===== config.mk =====
export PLATFORM = sky130hd
export DESIGN_NAME = alu_cmd_reader_flat
export DESIGN_NICKNAME = d
export VERILOG_FILES = /design/src/rtl/alu_cmd_reader_if.sv /design/src/rtl/alu_cmd_reader.sv /design/src/flat_wrapper.sv
export SDC_FILE = /design/constraint.sdc
export NUM_CORES = 1
export LEC_CHECK = 0
export CAP_MARGIN = 20
export CORE_ASPECT_RATIO = 0.7
export CORE_MARGIN = 2
export CORE_UTILIZATION = 35
export CTS_CLUSTER_SIZE = 14
export DETAILED_ROUTE_END_ITERATION = 12
export PLACE_DENSITY = 0.57
export SLEW_MARGIN = 25
export SYNTH_ARGS = -nofsm -noshare
export SYNTH_HDL_FRONTEND = slang
export SYNTH_SLANG_ARGS = --single-unit

===== constraint.sdc =====
create_clock -name clk -period 6.6 [get_ports clk]
set_input_delay 1.32 -clock clk [delete_from_list [all_inputs] [get_ports clk]]
set_output_delay 1.32 -clock clk [all_outputs]
set_load 0.005 [all_outputs]

===== src/rtl/alu_cmd_reader_if.sv =====
// Bundles the command byte stream (s_*) and the result stream (m_*) of alu_cmd_reader.
// "slave" is the reader's own view: it consumes the byte stream and produces results.
// "master" is the environment's view: it supplies bytes and accepts results.
interface alu_cmd_reader_if;
    logic [7:0]  s_data;
    logic        s_valid;
    logic        s_ready;
    logic [15:0] m_result;
    logic [2:0]  m_flags;   // {err, carry, zero}
    logic        m_valid;
    logic        m_ready;

    modport slave (
        input  s_data, s_valid, m_ready,
        output s_ready, m_result, m_flags, m_valid
    );

    modport master (
        output s_data, s_valid, m_ready,
        input  s_ready, m_result, m_flags, m_valid
    );
endinterface


===== src/rtl/alu_cmd_reader.sv =====
// Reads 3-byte ALU commands (opcode, A, B) from a byte stream, executes them and
// presents a 16-bit result with {err, carry, zero} flags under full backpressure.
// A command stalled mid-way for TIMEOUT_CYCLES cycles is dropped (0 disables this).
module alu_cmd_reader #(
    parameter int unsigned TIMEOUT_CYCLES = 255
) (
    input  logic              clk,
    input  logic              reset,
    alu_cmd_reader_if.slave   bus,
    output logic              timeout,
    output logic [7:0]        op_count
);

    typedef enum logic [2:0] {
        GET_OP,
        GET_A,
        GET_B,
        EXEC,
        SEND
    } state_t;

    localparam bit          TIMEOUT_EN  = (TIMEOUT_CYCLES != 0);
    localparam int unsigned CW          = TIMEOUT_EN ? $clog2(TIMEOUT_CYCLES + 1) : 1;
    localparam logic [CW-1:0] STALL_LIMIT = CW'(TIMEOUT_CYCLES);

    state_t        state;
    state_t        state_next;
    logic [CW-1:0] stall_cnt;

    logic [2:0]    opcode;
    logic          err_pending;
    logic [7:0]    op_a;
    logic [7:0]    op_b;

    logic          xfer;
    logic          mid_cmd;
    logic          stall_hit;

    logic [15:0]   alu_result;
    logic          alu_carry;
    logic [8:0]    sum9;
    logic [31:0]   shl_wide;
    logic [31:0]   shr_wide;

    // The byte stream is accepted only while collecting command bytes.
    assign bus.s_ready = (state == GET_OP) || (state == GET_A) || (state == GET_B);
    assign xfer        = bus.s_valid && bus.s_ready;
    assign mid_cmd     = (state == GET_A) || (state == GET_B);
    // A transfer on the threshold cycle takes priority over the abort.
    assign stall_hit   = TIMEOUT_EN && mid_cmd && (stall_cnt == STALL_LIMIT) && !xfer;

    // Next-state logic for the command sequencer.
    always_comb begin
        // NOTE: every always_comb output gets a default first so no path can infer a latch.
        state_next = state;
        case (state)
            GET_OP: if (xfer) state_next = GET_A;
            GET_A: begin
                if (xfer)           state_next = GET_B;
                else if (stall_hit) state_next = GET_OP;
            end
            GET_B: begin
                if (xfer)           state_next = EXEC;
                else if (stall_hit) state_next = GET_OP;
            end
            EXEC:   state_next = SEND;
            SEND:   if (bus.m_ready) state_next = GET_OP;
            default: state_next = GET_OP;
        endcase
    end

    // State register, stall counter and abort pulse.
    always_ff @(posedge clk) begin
        // NOTE: sequential state uses non-blocking assignments so all registers update together.
        if (reset) begin
            state     <= GET_OP;
            stall_cnt <= '0;
            timeout   <= 1'b0;
        end else begin
            state   <= state_next;
            timeout <= stall_hit;
            if (xfer || stall_hit || !mid_cmd) begin
                stall_cnt <= '0;
            end else if (TIMEOUT_EN) begin
                stall_cnt <= stall_cnt + 1'b1;
            end
        end
    end

    // Capture command bytes as they are transferred.
    always_ff @(posedge clk) begin
        // NOTE: payload registers carry no reset; each one is rewritten before it is used.
        if (xfer) begin
            case (state)
                GET_OP: begin
                    opcode      <= bus.s_data[2:0];
                    err_pending <= (bus.s_data[7:3] != 5'd0);
                end
                GET_A:   op_a <= bus.s_data;
                GET_B:   op_b <= bus.s_data;
                default: ;
            endcase
        end
    end

    // ALU datapath evaluated from the latched command.
    always_comb begin
        alu_result = 16'h0000;
        alu_carry  = 1'b0;
        sum9       = {1'b0, op_a} + {1'b0, op_b};
        shl_wide   = {24'h000000, op_a} << op_b[3:0];
        shr_wide   = {8'h00, op_a, 16'h0000} >> op_b[3:0];
        case (opcode)
            3'd0: begin
                alu_result = {7'b0, sum9};
                alu_carry  = sum9[8];
            end
            3'd1: begin
                alu_result = {8'h00, op_a - op_b};
                alu_carry  = (op_a < op_b);
            end
            3'd2: alu_result = {8'h00, op_a & op_b};
            3'd3: alu_result = {8'h00, op_a | op_b};
            3'd4: alu_result = {8'h00, op_a ^ op_b};
            3'd5: alu_result = {8'h00, op_a} * {8'h00, op_b};
            3'd6: begin
                alu_result = shl_wide[15:0];
                alu_carry  = |shl_wide[31:16];
            end
            3'd7: begin
                alu_result = shr_wide[31:16];
                alu_carry  = |shr_wide[15:0];
            end
            default: ;
        endcase
        if (err_pending) begin
            alu_result = 16'h0000;
            alu_carry  = 1'b0;
        end
    end

    // Result channel registers and completed-command counter.
    always_ff @(posedge clk) begin
        if (reset) begin
            bus.m_valid  <= 1'b0;
            bus.m_result <= 16'h0000;
            bus.m_flags  <= 3'b000;
            op_count     <= 8'd0;
        end else begin
            if (state == EXEC) begin
                bus.m_result <= alu_result;
                bus.m_flags  <= {err_pending, alu_carry, (alu_result == 16'h0000)};
                bus.m_valid  <= 1'b1;
            end else if (state == SEND && bus.m_ready) begin
                bus.m_valid <= 1'b0;
                op_count    <= op_count + 8'd1;
            end
        end
    end

endmodule


===== src/flat_wrapper.sv =====
// flat-port wrapper written by rule: the top's interface ports become plain ports
module alu_cmd_reader_flat 
#(
    parameter int unsigned TIMEOUT_CYCLES = 255
)
  (clk, reset, timeout, op_count, bus_s_data, bus_s_valid, bus_m_ready, bus_s_ready, bus_m_result, bus_m_flags, bus_m_valid);
  alu_cmd_reader_if bus_i ();
  input  logic clk;
  input  logic reset;
  output logic timeout;
  output logic [7:0] op_count;
  input wire logic [$bits(bus_i.s_data)-1:0] bus_s_data;
  input wire logic [$bits(bus_i.s_valid)-1:0] bus_s_valid;
  input wire logic [$bits(bus_i.m_ready)-1:0] bus_m_ready;
  output wire logic [$bits(bus_i.s_ready)-1:0] bus_s_ready;
  output wire logic [$bits(bus_i.m_result)-1:0] bus_m_result;
  output wire logic [$bits(bus_i.m_flags)-1:0] bus_m_flags;
  output wire logic [$bits(bus_i.m_valid)-1:0] bus_m_valid;
  assign bus_i.s_data = bus_s_data;
  assign bus_i.s_valid = bus_s_valid;
  assign bus_i.m_ready = bus_m_ready;
  assign bus_s_ready = bus_i.s_ready;
  assign bus_m_result = bus_i.m_result;
  assign bus_m_flags = bus_i.m_flags;
  assign bus_m_valid = bus_i.m_valid;
  alu_cmd_reader #(.TIMEOUT_CYCLES(TIMEOUT_CYCLES)) u_core (.clk(clk), .reset(reset), .bus(bus_i), .timeout(timeout), .op_count(op_count));
endmodule

[Yosys cells after proc, flatten, opt, wreduce, memory -nomap -nowiden]
Cells that the tools add are included.
Word-level totals
  register bits: 60
  bits in latches: 0
  RAM bits: 0
  memory bits (read-only): 0
  input bits: 12
  output and inout bits: 30
  word-level logic and storage cells: 73
  memories kept: 0
Operators by class
  add/sub/neg operators: 4
  multipliers: 1
  divide/modulo/power cells: 0
  magnitude comparators: 1
  equal/unequal tests: 14
  shift operators: 2
  mux-type cells: 12
  bitwise gates (word level): 4
  reduce and logical (&&, ||, !) cells: 24
Operators with widths (number)
  16-bit one-hot mux with 8 select lines: 1
  16-bit OR reduction: 2
  8-bit by 4-bit left shift with 32-bit output: 1
  24-bit by 4-bit right shift with 32-bit output: 1
  8-bit by 1-bit adder with 8-bit output (second input constant): 2
  16-bit logical NOT: 1
  8-bit by 8-bit multiplier with 16-bit output: 1
  16-bit two-way mux: 1
  3-bit equality test (second input constant): 5
  3-bit two-way mux: 5
  3-bit one-hot mux with 5 select lines: 1
  3-bit by 2-bit equality test with 1-bit output (second input constant): 4
  2-bit AND reduction: 5
  8-bit by 8-bit adder with 9-bit output: 1
  8-bit AND: 1
  8-bit equality test (second input constant): 1
  8-bit < comparator: 1
  8-bit OR: 1
  8-bit subtractor: 1
  8-bit XOR: 1
  3-bit by 1-bit equality test with 1-bit output (second input constant): 2
  3-bit logical NOT: 2
  1-bit logical OR: 5
  5-bit nonzero test: 1
  9 further kinds: 15

[Depth between registers and ports, before layout]
Gate-level depths: netlist of the first run.
  depth after elaboration: 9
  depth in mapped cells: 21
  depth with buffers taken out: 20

[Worst setup path after synthesis of the first run]
Ideal clock, no wire load.
  kind: register to register
  start point: reg u_core.op_b[2]
  end point: reg u_core.bus.m_flags[0]
  library setup time: 59 ps
  arrival: 5420 ps
  path slack: 1122 ps
  stages on the path, launching flop included: 22
  clock period less this slack: 5478 ps
  cells stage by stage: edfxtp_1 -> buf_2 -> buf_1 -> clkbuf_1 -> nand2_1 -> fa_1 -> fa_1 -> inv_1 -> fa_1 -> inv_1 -> fa_1 -> inv_1 -> ha_1 -> a21oi_1 -> nor2_1 -> a2111oi_0 -> a21oi_1 -> a21oi_1 -> mux2i_1 -> nand2_1 -> nor4_1 -> a31o_1
Between the ends
  word-level cells in the longest chain between the ends: 4
  elaborated cells on any way between the ends: 11
RTL lines
  from (decl): line alu_cmd_reader.sv:33  | logic [7:0] op_b;
  from (signal assigned): line alu_cmd_reader.sv:100  | GET_B: op_b <= bus.s_data;
  8-bit by 8-bit multiplier with 16-bit output (tied with other cells): line alu_cmd_reader.sv:125  | 3'd5: alu_result = {8'h00, op_a} * {8'h00, op_b};
  16-bit one-hot mux with 8 select lines (*): line alu_cmd_reader.sv:113  | case (opcode)
  16-bit two-way mux (*): line alu_cmd_reader.sv:136  | if (err_pending) begin
  16-bit logical NOT (*): line alu_cmd_reader.sv:152  | bus.m_flags <= {err_pending, alu_carry, (alu_result == 16'h0000)};
  to (signal assigned): line alu_cmd_reader.sv:152
  to (decl): line alu_cmd_reader_if.sv:15  | output s_ready, m_result, m_flags, m_valid
Every way passes the cells marked *; elsewhere a longest branch is shown, timed or not.
A chain may end at the register's enable or synchronous reset.

[Worst setup path after layout of the first run]
  start point: reg u_core.op_a[4]
  end point: reg u_core.bus.m_flags[0]
Between the ends
  word-level cells in the longest chain between the ends: 4
  elaborated cells on any way between the ends: 11
RTL lines
  from (decl): line alu_cmd_reader.sv:32  | logic [7:0] op_a;
  from (signal assigned): line alu_cmd_reader.sv:99  | GET_A: op_a <= bus.s_data;
  8-bit by 8-bit multiplier with 16-bit output (tied with other cells): line alu_cmd_reader.sv:125
  16-bit one-hot mux with 8 select lines (*): line alu_cmd_reader.sv:113
  16-bit two-way mux (*): line alu_cmd_reader.sv:136
  16-bit logical NOT (*): line alu_cmd_reader.sv:152
Marks and branches as above.

==> summary by stage, run 1 <==
Finish
The final net count is 916. The multi-input combinational cell area is 0.004477 mm^2. The share of cells above drive strength 1 is 0.06559.

Relative to the synthesized area, the layout overhead comes to 14.97%. The count of filler cells inserted in the layout is between 1,500 and 2,000. The register area is around 0.0014 mm^2.

The count of inserted antenna diode cells is 0.

Power and ir drop
In this run the power spent charging and discharging nets is between 300 and 400 uW. Of the total power, combinational logic draws 0.265. Of the total power, the share spent switching nets is 0.3211. The total internal power is ~840 uW. Dividing total power by cell area gives a power density of ~170 mW/mm^2.

The reported leakage power is a little over 3 nW. The share of total power dissipated in sequential elements is 0.329. The worst-case IR drop observed on VDD is between 0.0001 and 0.00015 V. The share of total power in the clock network is 0.406.

Timing
Between clock sinks in the finished design, the worst skew comes to about 0.0085 ns. The count of final max-slew check failures is 0. The number of endpoints with negative hold slack in the final report is 0. Dividing the final minimum period by the clock period gives 0.8852. At the pin with the least slew margin, the transition time is 0.9250 ns.

For this run, the top clock speed supported by timing is 0.1712 GHz. Setup repair after global routing left no endpoint under its margin. Setup violations remaining at the end of the flow were counted as 0. The worst hold slack after final layout is ~0.45 ns.

The aggregate negative setup slack is 0 ns. The final critical-path required period is 5.842 ns. The relative slew slack is 0.3824.

Routing
The via density per instance is approximately 5.5. For this run, design rule violations remaining after detail routing come to 0. For this block, the routed nets add up to between 15 and 20 mm of wire.

For this block, the initial DRC count from the detailed router was 730. The remaining antenna violation count after routing is 0. Summing over every cut layer, the via total after detailed routing is about 5,800. Dividing the detail-routed wire length by the instance count gives 18.81 um. For this run, the detailed router's first-pass iteration total came to 5.

Logic synthesis
Ranked by instance count, the synthesized netlist is headed by sky130_fd_sc_hd__nor2_1 (97), sky130_fd_sc_hd__inv_1 (78), sky130_fd_sc_hd__nand2_1 (73). The number of enable-type register cells in the synthesized netlist is 20. Yosys attributes the largest share of cell area to sky130_fd_sc_hd__dfxtp_1 (13%), sky130_fd_sc_hd__ha_1 (12%), sky130_fd_sc_hd__fa_1 (12%), sky130_fd_sc_hd__edfxtp_1 (9.4%), sky130_fd_sc_hd__nor2_1 (5.7%). The post-synthesis cell area is 0.006384 mm^2. Summed over all instances, the cell type with the most area after synthesis is sky130_fd_sc_hd__dfxtp_1. The share of Yosys cell area claimed by the top area cell type is 0.1254.

The fraction of the yosys area taken by sequential cells is 0.2195. The most used flip-flop cell after synthesis is sky130_fd_sc_hd__dfxtp_1. The proportion of register bits with asynchronous set or reset after synthesis is 0. sky130_fd_sc_hd__nor2_1 is the most common cell in the netlist. The average instance in the mapped netlist occupies 8.184 um^2. After synthesis, the netlist uses 68 different library cells.

The total of warnings raised by yosys is 0. The flip-flop and latch count after synthesis is 60. The total nets after synthesis is 893. After technology mapping, the gate count stands at slightly below 800.

Clocking
In this run the deepest clock path goes through 2 buffers. The H-tree generated during clock tree synthesis spans 3 levels. In this run, post-CTS hold repair placed 0 buffers. Post-CTS timing repair inserted 0 buffers for setup. Clock-pin slew was measured on the worst setup and hold paths at ~0.06 ns. The number of gates resized after cts is 0. The clock tree from TritonCTS is built. Clock latency on the worst-skew pair, taken at its later pin, is about 0.33 ns. The clock root buffer master is sky130_fd_sc_hd__clkbuf_16.

Buffers inserted during clock tree synthesis total 9. The tree built by TritonCTS fans out to 60 sinks.

Place
The placed wire-length estimate is around 15 mm. The count of input and output buffers is a little over 40. The weighted congestion at the end of routability-driven global placement is 0.9427.

Global routing
The number of antenna violations at the first check in global routing is 0. The first-pass GRT wire length is ~30 mm. For this run, the total global-route usage over all layers was measured as 0.2087. The via count of the first global-routing pass came to 5,223.

For met2 alone, demand over resource in global routing was 0.2675. For this run, global-route usage on met3 was measured as 0.05391. The global routing stage identified its most utilized layer as met1. The aggregate global routing overflow is 0.

Entering global routing, the biggest net connects 34 pins. In the global route stage, met1 resource usage came out at 0.3424.

Critical path
The signal arrival time at the worst endpoint is around 6.1 ns. The peak fanout along the critical path is 11. The worst setup path is launched from a register. Measured in cells, the most critical reg-to-reg path has a length of 19. The required time reported for the critical path endpoint is between 6 and 7 ns. The category of the worst setup path capture point is a register. The critical path class is register to register.

Floorplan
The initial core utilization is 0.3555. The floorplan has 41 rows. The die is roughly 170 um wide. For this design the top-level I/O count stands at 42. The core area is roughly 0.018 mm^2. Measured along the y axis, the die boundary spans approximately 120 um. The floorplan die area is about 0.019 mm^2.

Min path
The number of stages on the worst hold path is 2. The path class of the tightest hold or removal check is register to register.

Status
The run finished with clean final reports.

Job
The tool flagged a number of max-cap violations equal to 0.
-- cells in the final DEF (no fill, tap or decap), types with 9 or more instances in the layout --
| master | n |
|---|---|
| sky130_fd_sc_hd__a21oi_1 | 46 |
| sky130_fd_sc_hd__ha_1 | 63 |
| sky130_fd_sc_hd__nor2_1 | 97 |
| sky130_fd_sc_hd__buf_4 | 16 |
| sky130_fd_sc_hd__nand2b_1 | 12 |
| sky130_fd_sc_hd__nand2_1 | 73 |
| sky130_fd_sc_hd__o21ai_0 | 24 |
| sky130_fd_sc_hd__dfxtp_1 | 40 |
| sky130_fd_sc_hd__clkdlybuf4s50_1 | 41 |
| sky130_fd_sc_hd__o22ai_1 | 9 |
| sky130_fd_sc_hd__fa_1 | 38 |
| sky130_fd_sc_hd__nand3_1 | 16 |
| sky130_fd_sc_hd__edfxtp_1 | 20 |
| sky130_fd_sc_hd__a211oi_1 | 18 |
| sky130_fd_sc_hd__nor3_1 | 17 |
| sky130_fd_sc_hd__clkbuf_16 | 10 |
| sky130_fd_sc_hd__xnor2_1 | 17 |
| sky130_fd_sc_hd__xor2_1 | 17 |
| sky130_fd_sc_hd__inv_1 | 78 |
| sky130_fd_sc_hd__mux2i_1 | 15 |
-- path summary, 6_finish.rpt --
check	from	end	slack, ns
setup / recovery	u_core.op_a[4]	u_core.bus.m_flags[0]	0.76
hold / removal	u_core.bus.m_flags[2]	u_core.bus.m_flags[2]	0.45
setup reg to reg	u_core.op_a[4]	u_core.bus.m_flags[0]	0.76
hold reg to reg	u_core.bus.m_flags[2]	u_core.bus.m_flags[2]	0.45
-- flip-flops by register name, summed over array words and instances (netlist names) --
signal and flops:
u_core.bus.m_flags 3, u_core.bus.m_result 16, u_core.bus.m_valid 1, u_core.err_pending 1, u_core.op_a 8, u_core.op_b 8, u_core.op_count 8, u_core.opcode 3
u_core.stall_cnt 8, u_core.state 3, u_core.timeout 1
-- power by group through the flow --
| stage | sequential, mW | clock (mW) | combinational [mW] |
|---|---|---|---|
| finish | 0.407 | 0.502 | 0.327 |
| global route | 0.408 | 0.529 | 0.364 |
| CTS | 0.406 | 0.510 | 0.326 |
| detailed placement | 0.414 | 0 | 0.322 |
| global placement | 0.414 | 0 | 0.325 |
| floorplan | 0.401 | 0 | 0.239 |
-- stage by stage --
stage,setup WS [ns],instance area (um^2),cells,total power [mW],util
floorplan,1.122,6384,780,0.6396,-
global placement,0.7949,7019,1028,0.7391,0.3909
detailed placement,0.8426,7019,1028,0.7362,0.3909
CTS,0.7852,7340,1044,1.242,0.4088
global route,0.3740,7340,1044,1.301,0.4088
finish,0.7576,7340,1044,1.236,0.4088
-- cells by family (layout without fill, tap and decap cells) --
logic type,after synthesis,count (layout),synth area share
AO/OA/AOI/OAI,162,162,0.1670
multiplexers,22,22,0.04116
flip-flops,60,60,0.2195
adder cells (fa/ha/maj),101,101,0.2427
XOR/XNOR,34,34,0.04665
AND/OR/NAND/NOR,272,272,0.2005
buffers and inverters,129,157,0.08251
-- metal layers --
metal	vias up	wire length [um]
met5	-	0
met4	0	186
met3	19	1883
met2	269	7501
met1	2758	10070
li1	2734	-
-- layout make-up --
class / count / area share
multi-input combinational: 591 / 0.6100
sequential: 60 / 0.1909
timing repair buffer: 57 / 0.07228
inverter: 84 / 0.04296
tap: 236 / 0.04023
clock buffer: 10 / 0.03409
clock inverter: 6 / 0.009547
-- critical path: stages (launching register included) --
cell,delay (ns)
sky130_fd_sc_hd__edfxtp_1,0.64
sky130_fd_sc_hd__clkinv_1,0.44
sky130_fd_sc_hd__nor2_1,0.23
sky130_fd_sc_hd__fa_1,0.46
sky130_fd_sc_hd__fa_1,0.52
sky130_fd_sc_hd__fa_1,0.55
sky130_fd_sc_hd__inv_1,0.05
sky130_fd_sc_hd__fa_1,0.53
sky130_fd_sc_hd__inv_1,0.04
sky130_fd_sc_hd__ha_1,0.33
sky130_fd_sc_hd__nand3_1,0.09
sky130_fd_sc_hd__nor3_1,0.05
sky130_fd_sc_hd__a2111oi_0,0.46
sky130_fd_sc_hd__buf_4,0.20
sky130_fd_sc_hd__a21oi_1,0.09
sky130_fd_sc_hd__a21oi_1,0.30
sky130_fd_sc_hd__mux2i_1,0.28
sky130_fd_sc_hd__nand2_1,0.11
sky130_fd_sc_hd__nor4_1,0.25
sky130_fd_sc_hd__a31o_1,0.17
No activity file was read; power rests on OpenSTA's default activity.
==> run 2, diff against run 1 <==
--- a/config.mk
+++ b/config.mk
@@ -8,10 +8,10 @@
 export CAP_MARGIN = 20
 export CORE_ASPECT_RATIO = 0.7
 export CORE_MARGIN = 2
-export CORE_UTILIZATION = 35
+export CORE_UTILIZATION = 38
 export CTS_CLUSTER_SIZE = 14
 export DETAILED_ROUTE_END_ITERATION = 12
-export PLACE_DENSITY = 0.57
+export PLACE_DENSITY = 0.6
 export SLEW_MARGIN = 25
 export SYNTH_ARGS = -nofsm -noshare
 export SYNTH_HDL_FRONTEND = slang
==> run 2 against run 1 <==
Utilization increased by 3.8 points. Clock-buffer cell count unchanged. Wire length decreased by 0.21%. Clock power about the same. Die area decreased by 7.7%. Final area decreased by 0.29%. Critical endpoint unchanged. Largest power group unchanged. Highest routed layer is now met5.
==> summary by stage, run 2 (synthesis gave the netlist of run 1 again) <==
Status
The flow ran to the end, and the final reports show no timing, DRC or antenna violations.

Global routing
Entering global routing, the biggest net connects 34 pins. The first-pass GRT wire length is just over 30 mm. The via count of the first global-routing pass came to ~5,400. The number of antenna violations at the first check in global routing came to 0. After global routing the overflow that remains totals 0. The total routing usage reported by global routing is 0.2227.

Finish
The most common library cell in the layout ignoring fill and taps is sky130_fd_sc_hd__nor2_1. The largest register by flop count is u_core.bus.m_result. The layout has 1,651 filler cells. After the last flow step, the layout net total stands at 915. The register with the most flip-flops in the layout has 16 of them.

Of the cells placed in the final design, the portion with a size suffix greater than 1 is 0.06444. The top cell types in the final layout, fill and taps aside, are sky130_fd_sc_hd__nor2_1 (97), sky130_fd_sc_hd__inv_1 (78), sky130_fd_sc_hd__nand2_1 (73). The cell area after layout is 0.007318 mm^2. The number of antenna diodes in the final layout is 0.

The layout overhead on the synthesized area is 14.64%.

Timing
The clock arrives with 0.009164 ns of skew. The relative slew slack is 0.3580. The final number of setup-violating endpoints is 0. For the pin with the worst max-slew slack, the measured transition is 0.9616 ns. Derived from the worst setup path, the maximum achievable clock frequency is approximately 0.17 GHz. Setup repair after global routing left no endpoint under its margin.

Dividing the final minimum period by the clock period gives 0.8980. Across all hold checks on the routed design, the worst slack comes to roughly 0.46 ns. The aggregate negative setup slack is 0 ns. The routed design could run at a clock period as short as between 5 and 6 ns. The count of final max-slew check failures came to 0. The number of endpoints with negative hold slack in the final report came to 0.

Critical path
The sort of element at the start of the critical path is a register. The required time reported for the critical path endpoint is 6.88 ns. For the worst setup path, the data arrival time is between 6 and 7 ns. The worst reg-to-reg path cell count is 18. The worst-case register-to-register setup slack is between 0.6 and 0.7 ns. The destination of the worst register-to-register timing path is u_core.bus.m_flags[0]. The critical path class is register to register.

The category of the worst setup path capture point is a register. Of all nets on the critical path, the largest fanout is 11. The worst flop-to-flop path startpoint is u_core.op_a[4].

Power and ir drop
The total power density per cell area is 168.8 mW/mm^2. The largest voltage drop on the vdd net is roughly 0.00013 V. Summed over all cells, the static leakage comes to a little over 3 nW.

Floorplan
The top-level port count is between 40 and 50. The die extent in x is 158.9 um. The region available for standard cell placement spans 0.01640 mm^2. The floorplan step defined a die boundary enclosing around 0.018 mm^2. The initial utilization of the core area, before any placement, comes to 0.3893. Row generation in the floorplan step produced 39 rows.

In this run the vertical extent of the chip is about 110 um.

Job
The count of maximum capacitance violations is 0.

Clocking
CTS built an H-tree with a depth of 3. The cell sitting at the root of the clock tree is a sky130_fd_sc_hd__clkbuf_16. The clock tree from TritonCTS is built. The post-CTS setup buffer count is 0. After clock tree synthesis, the flow added hold-fix buffers numbering 0. In this run the deepest clock path goes through 2 buffers.

Post-CTS repair changed the size of 0 cells. Buffers inserted during clock tree synthesis total 9. Counting every sink on the clock net gives 60. Clock-pin slew was measured on the worst setup and hold paths at ~0.060 ns.

The clock insertion delay at the later pin of the skew report is between 0.3 and 0.4 ns.

Routing
The first-pass iteration count of the detailed router is 5. In the routed design, unresolved DRC markers number 0. The total detailed-routing wirelength is 19.60 mm. The via density per instance is about 5.6. The routed length per placed instance is between 15 and 20 um. The final route contains between 5,000 and 6,000 vias. The remaining antenna violation count after routing is 0. In this run, the number of DRC markers left after iteration 0 of detailed routing was around 650.

Min path
The worst hold path class is register to register. The hold path startpoint is u_core.bus.m_result[7]. The worst hold path terminates at u_core.bus.m_result[7].

The number of stages on the worst hold path is 2.

Place
Routability-driven placement finished with a final weighted congestion of roughly 0.97. Detailed placement finished with a half-perimeter wire length of roughly 15 mm. Once placement finished, the instance area stood at around 0.007 mm^2.

The count of input and output buffers is 41.
## run 2: how the worst max path moves through the flow
stage,start,to,cells after the start
finish,u_core.op_a[4],u_core.bus.m_flags[0],18
global route,u_core.op_a[4],u_core.bus.m_flags[0],18
detailed placement,u_core.op_a[4],u_core.bus.m_flags[0],18
floorplan,u_core.op_b[2],u_core.bus.m_flags[0],21
CTS,u_core.op_a[4],u_core.bus.m_flags[0],18
global placement,u_core.op_a[4],u_core.bus.m_flags[0],18
## run 2: metrics by stage
stage / power, mW / worst slack (ns) / std cells / utilization
floorplan: 0.6396 / 1.122 / 780 / -
global placement: 0.7325 / 0.9220 / 1016 / 0.4268
detailed placement: 0.7330 / 0.7273 / 1016 / 0.4268
CTS: 1.237 / 0.6960 / 1032 / 0.4464
global route: 1.296 / 0.2600 / 1032 / 0.4464
finish: 1.235 / 0.6729 / 1032 / 0.4464
## run 2: critical path, stage by stage, from the launching register on
cell and delay (ns):
sky130_fd_sc_hd__edfxtp_1 0.64, sky130_fd_sc_hd__clkinv_1 0.40, sky130_fd_sc_hd__nor2_1 0.22, sky130_fd_sc_hd__fa_1 0.46
sky130_fd_sc_hd__fa_1 0.52, sky130_fd_sc_hd__fa_1 0.54, sky130_fd_sc_hd__inv_1 0.05, sky130_fd_sc_hd__fa_1 0.52
sky130_fd_sc_hd__inv_1 0.04, sky130_fd_sc_hd__ha_1 0.33, sky130_fd_sc_hd__nand3_1 0.08, sky130_fd_sc_hd__nor3_1 0.05
sky130_fd_sc_hd__a2111oi_0 0.71, sky130_fd_sc_hd__a21oi_1 0.29, sky130_fd_sc_hd__a21oi_1 0.23, sky130_fd_sc_hd__mux2i_1 0.25
sky130_fd_sc_hd__nand2_1 0.09, sky130_fd_sc_hd__nor4_1 0.27, sky130_fd_sc_hd__a31o_1 0.18
## run 2: per-layer routing
layer | share of wire | vias up | GRT usage
li1 | - | 2740 | -
met1 | 0.50 | 2759 | 0.3441
met2 | 0.38 | 253 | 0.2964
met3 | 0.098 | 24 | 0.06689
met4 | 0.015 | 2 | 0.04727
met5 | 0.0042 | - | 0.03476
## run 2: layout make-up
class,instances,area [um^2],area share
Multi-Input combinational cell,591,4477,0.6117
Timing Repair Buffer,56,523.0,0.07147
Inverter,84,315.3,0.04308
Clock buffer,10,250.2,0.03419
Clock inverter,6,70.07,0.009574
Tap cell,225,281.5,0.03847
Sequential cell,60,1401,0.1915
## run 2: report_power, final
part	internal, mW	total, mW	switching [mW]
registers	0.389	0.408	0.0184
clock network	0.318	0.505	0.188
logic	0.129	0.322	0.193
==> RTL edit 1 (settings of run 2) <==
`TIMEOUT_CYCLES` is set to 255 in 2 places; all go to 510.
--- a/src/rtl/alu_cmd_reader.sv
+++ b/src/rtl/alu_cmd_reader.sv
@@ -3,5 +3,5 @@
 // A command stalled mid-way for TIMEOUT_CYCLES cycles is dropped (0 disables this).
 module alu_cmd_reader #(
-    parameter int unsigned TIMEOUT_CYCLES = 255
+    parameter int unsigned TIMEOUT_CYCLES = 510
 ) (
     input  logic              clk,
--- a/src/flat_wrapper.sv
+++ b/src/flat_wrapper.sv
@@ -2,5 +2,5 @@
 module alu_cmd_reader_flat 
 #(
-    parameter int unsigned TIMEOUT_CYCLES = 255
+    parameter int unsigned TIMEOUT_CYCLES = 510
 )
   (clk, reset, timeout, op_count, bus_s_data, bus_s_valid, bus_m_ready, bus_s_ready, bus_m_result, bus_m_flags, bus_m_valid);
Function: no difference found for any inputs over 4 cycles, from zero or initial values and one cycle with reset high; that may be too few to reach the edited logic, so the function may still have changed.
==> RTL edit 1 against run 2 <==
  * Critical path depth decreased by 3
  * Sequential cell count increased by 1
  * Global-route usage increased by 0.46 points
  * Via count increased by 3.3%
  * Area after synthesis increased by 4.1%
  * First-iteration DRC count decreased by 23%
  * Total power increased by 2.3%
  * Worst setup slack improved by 0.45 ns
  * Design area increased by 3.6%
  * Wire length increased by 3.8%
  * Synthesized cell count increased by 1.8%
  * Clock power increased by 0.8%
  * Cell count increased by 2.0%
  * Largest cell class unchanged
  * Largest power group unchanged
==> RTL edit 1: results (changes against run 2) <==
Synth
  • Mux cell area share after synthesis: 5.73% (was 4.12%)
  • Compound-cell area share of the yosys netlist: 17.1% (was 16.7%)
  • Top cells by count, synth: nor2_1 (100), inv_1 (84), nand2_1 (68) (was nor2_1 (97), inv_1 (78), nand2_1 (73))
  • Synth Area in XOR/XNOR: 3.82% (was 4.66%)
  • Sequential share of the synthesized area: 21.4% (was 22.0%)
  • Synth Net Count: 908 (was 893)
  • Post-synth cell types: 76 (was 68)
  • Area contributors post-synth: dfxtp_1 (12%), ha_1 (12%), fa_1 (11%), edfxtp_1 (9.0%), nor2_1 (5.6%) (was dfxtp_1 (13%), ha_1 (12%), fa_1 (12%), edfxtp_1 (9.4%), nor2_1 (5.7%))
  • Post-synthesis adder-cell area fraction: 23.5% (was 24.3%)
  • Mean Syn Cell Area: 8.37 um2 (was 8.18 um2)

Placement
  • DP Area: 7250 um2 (was 7000 um2)
  • Dpl cells: 1037 (was 1016)
  • Pre-CTS setup slack: 1.19 ns (was 0.727 ns)
  • Final GP Congestion: 0.933 (was 0.966)
  • DP HPWL: 15700 um (was 15200 um)

Drt
  • Drt first-iter violations: 503 (was 652)
  • Vias: 5970 (was 5778)
  • WL/cell: 19.3 um (was 19.0 um)

Power
  • Worst vdd ir: 0.0974 mV (was 0.135 mV)
  • Leak: 0.00313 uW (was 0.00302 uW)
  • P_int: 864 uW (was 837 uW)

Worst setup path
  • Slowest CP cell: edfxtp_1 (was a2111oi_0)
  • Crit path arrival time: 5.73 ns (was 6.21 ns)
  • Max incr delay on CP: 0.76 ns (was 0.71 ns)

GRT
  • Largest net degree at the start of global routing: 35 (was 34)
  • First-pass GRT wire length: 32400 um (was 31000 um)
  • Total track usage: 22.7% (was 22.3%)
  • Vias in the first global route: 5779 (was 5396)

Run status
  • Status: complete, no violations (unchanged)

Cells and area
  • Share of layout cells above drive strength 1: 7.06% (was 6.44%)
  • Layout fillers: 1740 (was 1651)
  • Layout Nets: 931 (was 915)
  • Final Instance Count excl. Fillers: 1053 (was 1032)

Worst hold path
  • Worst Hold Class: reg -> reg (unchanged)

STA
  • Final Skew: 0.0101 ns (was 0.00916 ns)
  • Worst-Margin Slew: 0.877 ns (was 0.962 ns)

Clock tree
  • Post-CTS Resized: 0 (unchanged)
==> RTL edit 1: cell count changes in the layout (fill, tap and decap cells not counted), moves of 5 or more <==
cell     before  now
nand2_1      73   68
or2_2         5    0
o21a_1        3    8
a21oi_1      46   41
o22ai_1       9    4
inv_1        78   84
nand4_1       5   10
==> RTL edit 1: cells by family (layout without fill, tap and decap cells) <==
group           count (synthesis)  after routing
simple gates                  277            277
compound gates                164            164
buf+inv                       133            161
fa+ha+maj                     102            102
flops                          61             61
xor+xnor                       29             29
mux                            28             28
==> RTL edit 1: cell type report <==
type	instances	area, um2	share of cell area (%)
multi-input combinational	600	4670	61.6
sequential	61	1420	18.7
timing repair buffer	60	553	7.29
inverter	85	319	4.21
tap	231	289	3.81
clock buffer	11	264	3.48
clock inverter	5	63.8	0.842
==> RTL edit 1: worst reg2reg max path: cells and delay by family (launching register included) <==
kind,cells,cell delay [ns]
DFF,1,0.76
muxes,1,0.12
and+or+nand+nor,2,0.35
adders and majority gates,6,2.95
AOI/OAI and AO/OA,4,1.11
buffers and inverters,2,0.09
==> RTL edit 1: stage by stage <==
| step | hold slack (ns) | power [uW] | util [%] |
|---|---|---|---|
| after global routing | 0.490 | 1340 | 44.3 |
| after floorplan | 0.442 | 668 | - |
| after CTS | 0.459 | 1270 | 44.3 |
| after detailed placement | 0.453 | 756 | 42.4 |
| after global placement | 0.450 | 757 | 42.4 |
| final | 0.455 | 1260 | 44.3 |
==> RTL edit 1: final timing paths <==
path                                from                     end  slack, ns  cells after the start
setup / recovery          u_core.op_a[4]   u_core.bus.m_flags[0]       1.12                     15
hold / removal    u_core.bus.m_result[3]  u_core.bus.m_result[3]       0.45                      2
setup reg to reg          u_core.op_a[4]   u_core.bus.m_flags[0]       1.12                     15
hold reg to reg   u_core.bus.m_result[3]  u_core.bus.m_result[3]       0.45                      2
==> RTL edit 1: power by group through the flow <==
stage               logic, uW  registers, uW  clock network (uW)
floorplan                 259            408                   0
global placement          340            417                   0
detailed placement        339            417                   0
CTS                       341            409                 517
global route              389            411                 538
finish                    345            410                 509
==> RTL edit 1: layer usage <==
layer,wire length (um),vias to the layer above,global-route usage [%]
met5,0,-,0
met4,375,0,6.19
met3,2000,30,6.05
met2,8030,272,31.3
met1,9930,2864,34.5
li1,-,2804,-
==> RTL edit 2 (settings of run 2) <==
Without the edit above. Make the reset (`reset`) asynchronous in 2 clocked blocks.
--- a/src/rtl/alu_cmd_reader.sv
+++ b/src/rtl/alu_cmd_reader.sv
@@ -71,5 +71,5 @@
 
     // State register, stall counter and abort pulse.
-    always_ff @(posedge clk) begin
+    always_ff @(posedge clk or posedge reset) begin
         // NOTE: sequential state uses non-blocking assignments so all registers update together.
         if (reset) begin
@@ -141,5 +141,5 @@
 
     // Result channel registers and completed-command counter.
-    always_ff @(posedge clk) begin
+    always_ff @(posedge clk or posedge reset) begin
         if (reset) begin
             bus.m_valid  <= 1'b0;
Function: differs if reset is asserted again (counterexample within 4 cycles, from zero or initial values and one cycle with reset high); with reset held inactive, the same outputs for 4 cycles.
==> RTL edit 2 against run 2 <==
  * Synthesized cell count fell by 4.4%
  * Area after synthesis increased by 2.3%
  * Worst setup slack improved by 0.32 ns
  * Wire length increased by 2.7%
  * Sequential cell count is the same
  * Non-clock buffer count is 7 lower
  * Core utilization shrank 0.81 points
  * Design area increased by 1.6%
  * Largest cell class unchanged
Power is not compared: it rests on default switching activity, and its combinational part moved more than twofold at a synthesized area within 25%.
==> RTL edit 2: results (changes against run 2) <==
Run status
  • Status: complete, no violations (unchanged)

STA
  • Worst-Margin Slew: 0.934 ns (was 0.962 ns)
  • Final Skew: 0.00842 ns (was 0.00916 ns)

Cells and area
  • Layout Nets: 884 (was 915)
  • Share of layout cells above drive strength 1: 6.96% (was 6.44%)

Drt
  • WL/cell: 20.0 um (was 19.0 um)
  • Drt total wl: 20100 um (was 19600 um)
  • Initial DRT Pass Iterations: 6 (was 5)
  • Drt first-iter violations: 838 (was 652)
  • Via-to-Cell Ratio: 5.60 (about the same)

Worst setup path
  • Crit path arrival time: 5.87 ns (was 6.21 ns)
  • Maximum fanout along the worst path: 19 (was 11)
  • Slowest CP cell: edfxtp_1 (was a2111oi_0)

Placement
  • Final GP Congestion: 0.971 (was 0.966)
  • DP HPWL: 15600 um (was 15200 um)
  • DP Area: 7130 um2 (was 7000 um2)
  • Dpl cells: 991 (was 1016)

GRT
  • Vias in the first global route: 5353 (was 5396)
  • Met3 usage: 8.51% (was 6.69%)
  • Met2 usage: 28.8% (was 29.6%)
  • GR met1 Demand/Resource: 35.9% (was 34.4%)
  • First-pass GRT wire length: 31700 um (was 31000 um)

Synth
  • Post-synthesis cell count: 746 (was 780)
  • Synth Net Count: 859 (was 893)
  • Post-synth cell types: 81 (was 68)
  • Async set or reset register ratio after synthesis: 66.7% (was 0%)
  • Area contributors post-synth: dfrtp_1 (15%), ha_1 (12%), fa_1 (12%), edfxtp_1 (9.2%), nor2_1 (5.1%) (was dfxtp_1 (13%), ha_1 (12%), fa_1 (12%), edfxtp_1 (9.4%), nor2_1 (5.7%))
  • Top cells by count, synth: nor2_1 (89), inv_1 (78), ha_1 (63) (was nor2_1 (97), inv_1 (78), nand2_1 (73))

Worst hold path
  • Hold path depth: 1 (was 2)
==> RTL edit 2: worst paths after layout <==
kind                                     from                       to  slack (ns)
setup reg to reg               u_core.op_b[3]    u_core.bus.m_flags[0]        0.99
hold reg to reg            u_core.op_count[7]       u_core.op_count[7]        0.48
hold / removal             u_core.op_count[7]       u_core.op_count[7]        0.48
max in group asynchronous               reset  u_core.bus.m_result[10]        4.83
setup / recovery               u_core.op_b[3]    u_core.bus.m_flags[0]        0.99
min in group asynchronous               reset      u_core.stall_cnt[1]        1.41
==> RTL edit 2: per-layer routing <==
| layer | up-vias | wire, um |
|---|---|---|
| met5 | - | 0 |
| met4 | 0 | 210 |
| met3 | 23 | 2240 |
| met2 | 250 | 7530 |
| met1 | 2710 | 10100 |
| li1 | 2654 | - |
==> RTL edit 2: report_power, final <==
part / switching [uW] / leakage, uW / internal, uW / total [uW]
combinational: 1210 / 0.00246 / 865 / 2080
sequential: 103 / 0.000721 / 466 / 570
clock: 184 / 0.000142 / 294 / 478
==> RTL edit 2: logic make-up after synthesis <==
logic type	Yosys count	synth area share (%)
AOI/OAI and AO/OA	163	17.3
xor gates and xnor gates	34	4.56
adders and majority gates	101	23.7
buffers and inverters	120	7.26
DFF	60	24.5
muxes	26	4.96
and+or+nand+nor	242	17.6
==> RTL edit 2: worst max-delay path: cells and delay by family, from the launching register on <==
kind / cells / cell delay (ns)
adder cells (fa/ha/maj): 6 / 2.68
AND/OR/NAND/NOR: 4 / 0.91
AO/OA/AOI/OAI: 4 / 0.89
flip-flops: 1 / 0.79
buffers and inverters: 4 / 0.25
==> RTL edit 2: stage by stage <==
| step | setup WS [ns] | power, uW | utilization [%] | hold WS (ns) |
|---|---|---|---|---|
| detailed placement | 1.08 | 2610 | 42.1 | 0.468 |
| global placement | 1.17 | 2620 | 42.1 | 0.464 |
| CTS | 1.03 | 3110 | 43.8 | 0.479 |
| finish | 0.993 | 3120 | 43.8 | 0.477 |
| global route | 0.682 | 3410 | 43.8 | 0.495 |
| floorplan | 1.44 | 2020 | - | 0.455 |
==> RTL edit 2: layout make-up <==
class / count / area [um2]
timing repair buffer: 49 / 470
clock inverter: 7 / 76.3
clock buffer: 9 / 225
fill: 1680 / 9530
sequential: 60 / 1600
multi-input combinational: 566 / 4450
inverter: 85 / 319
tap: 231 / 289
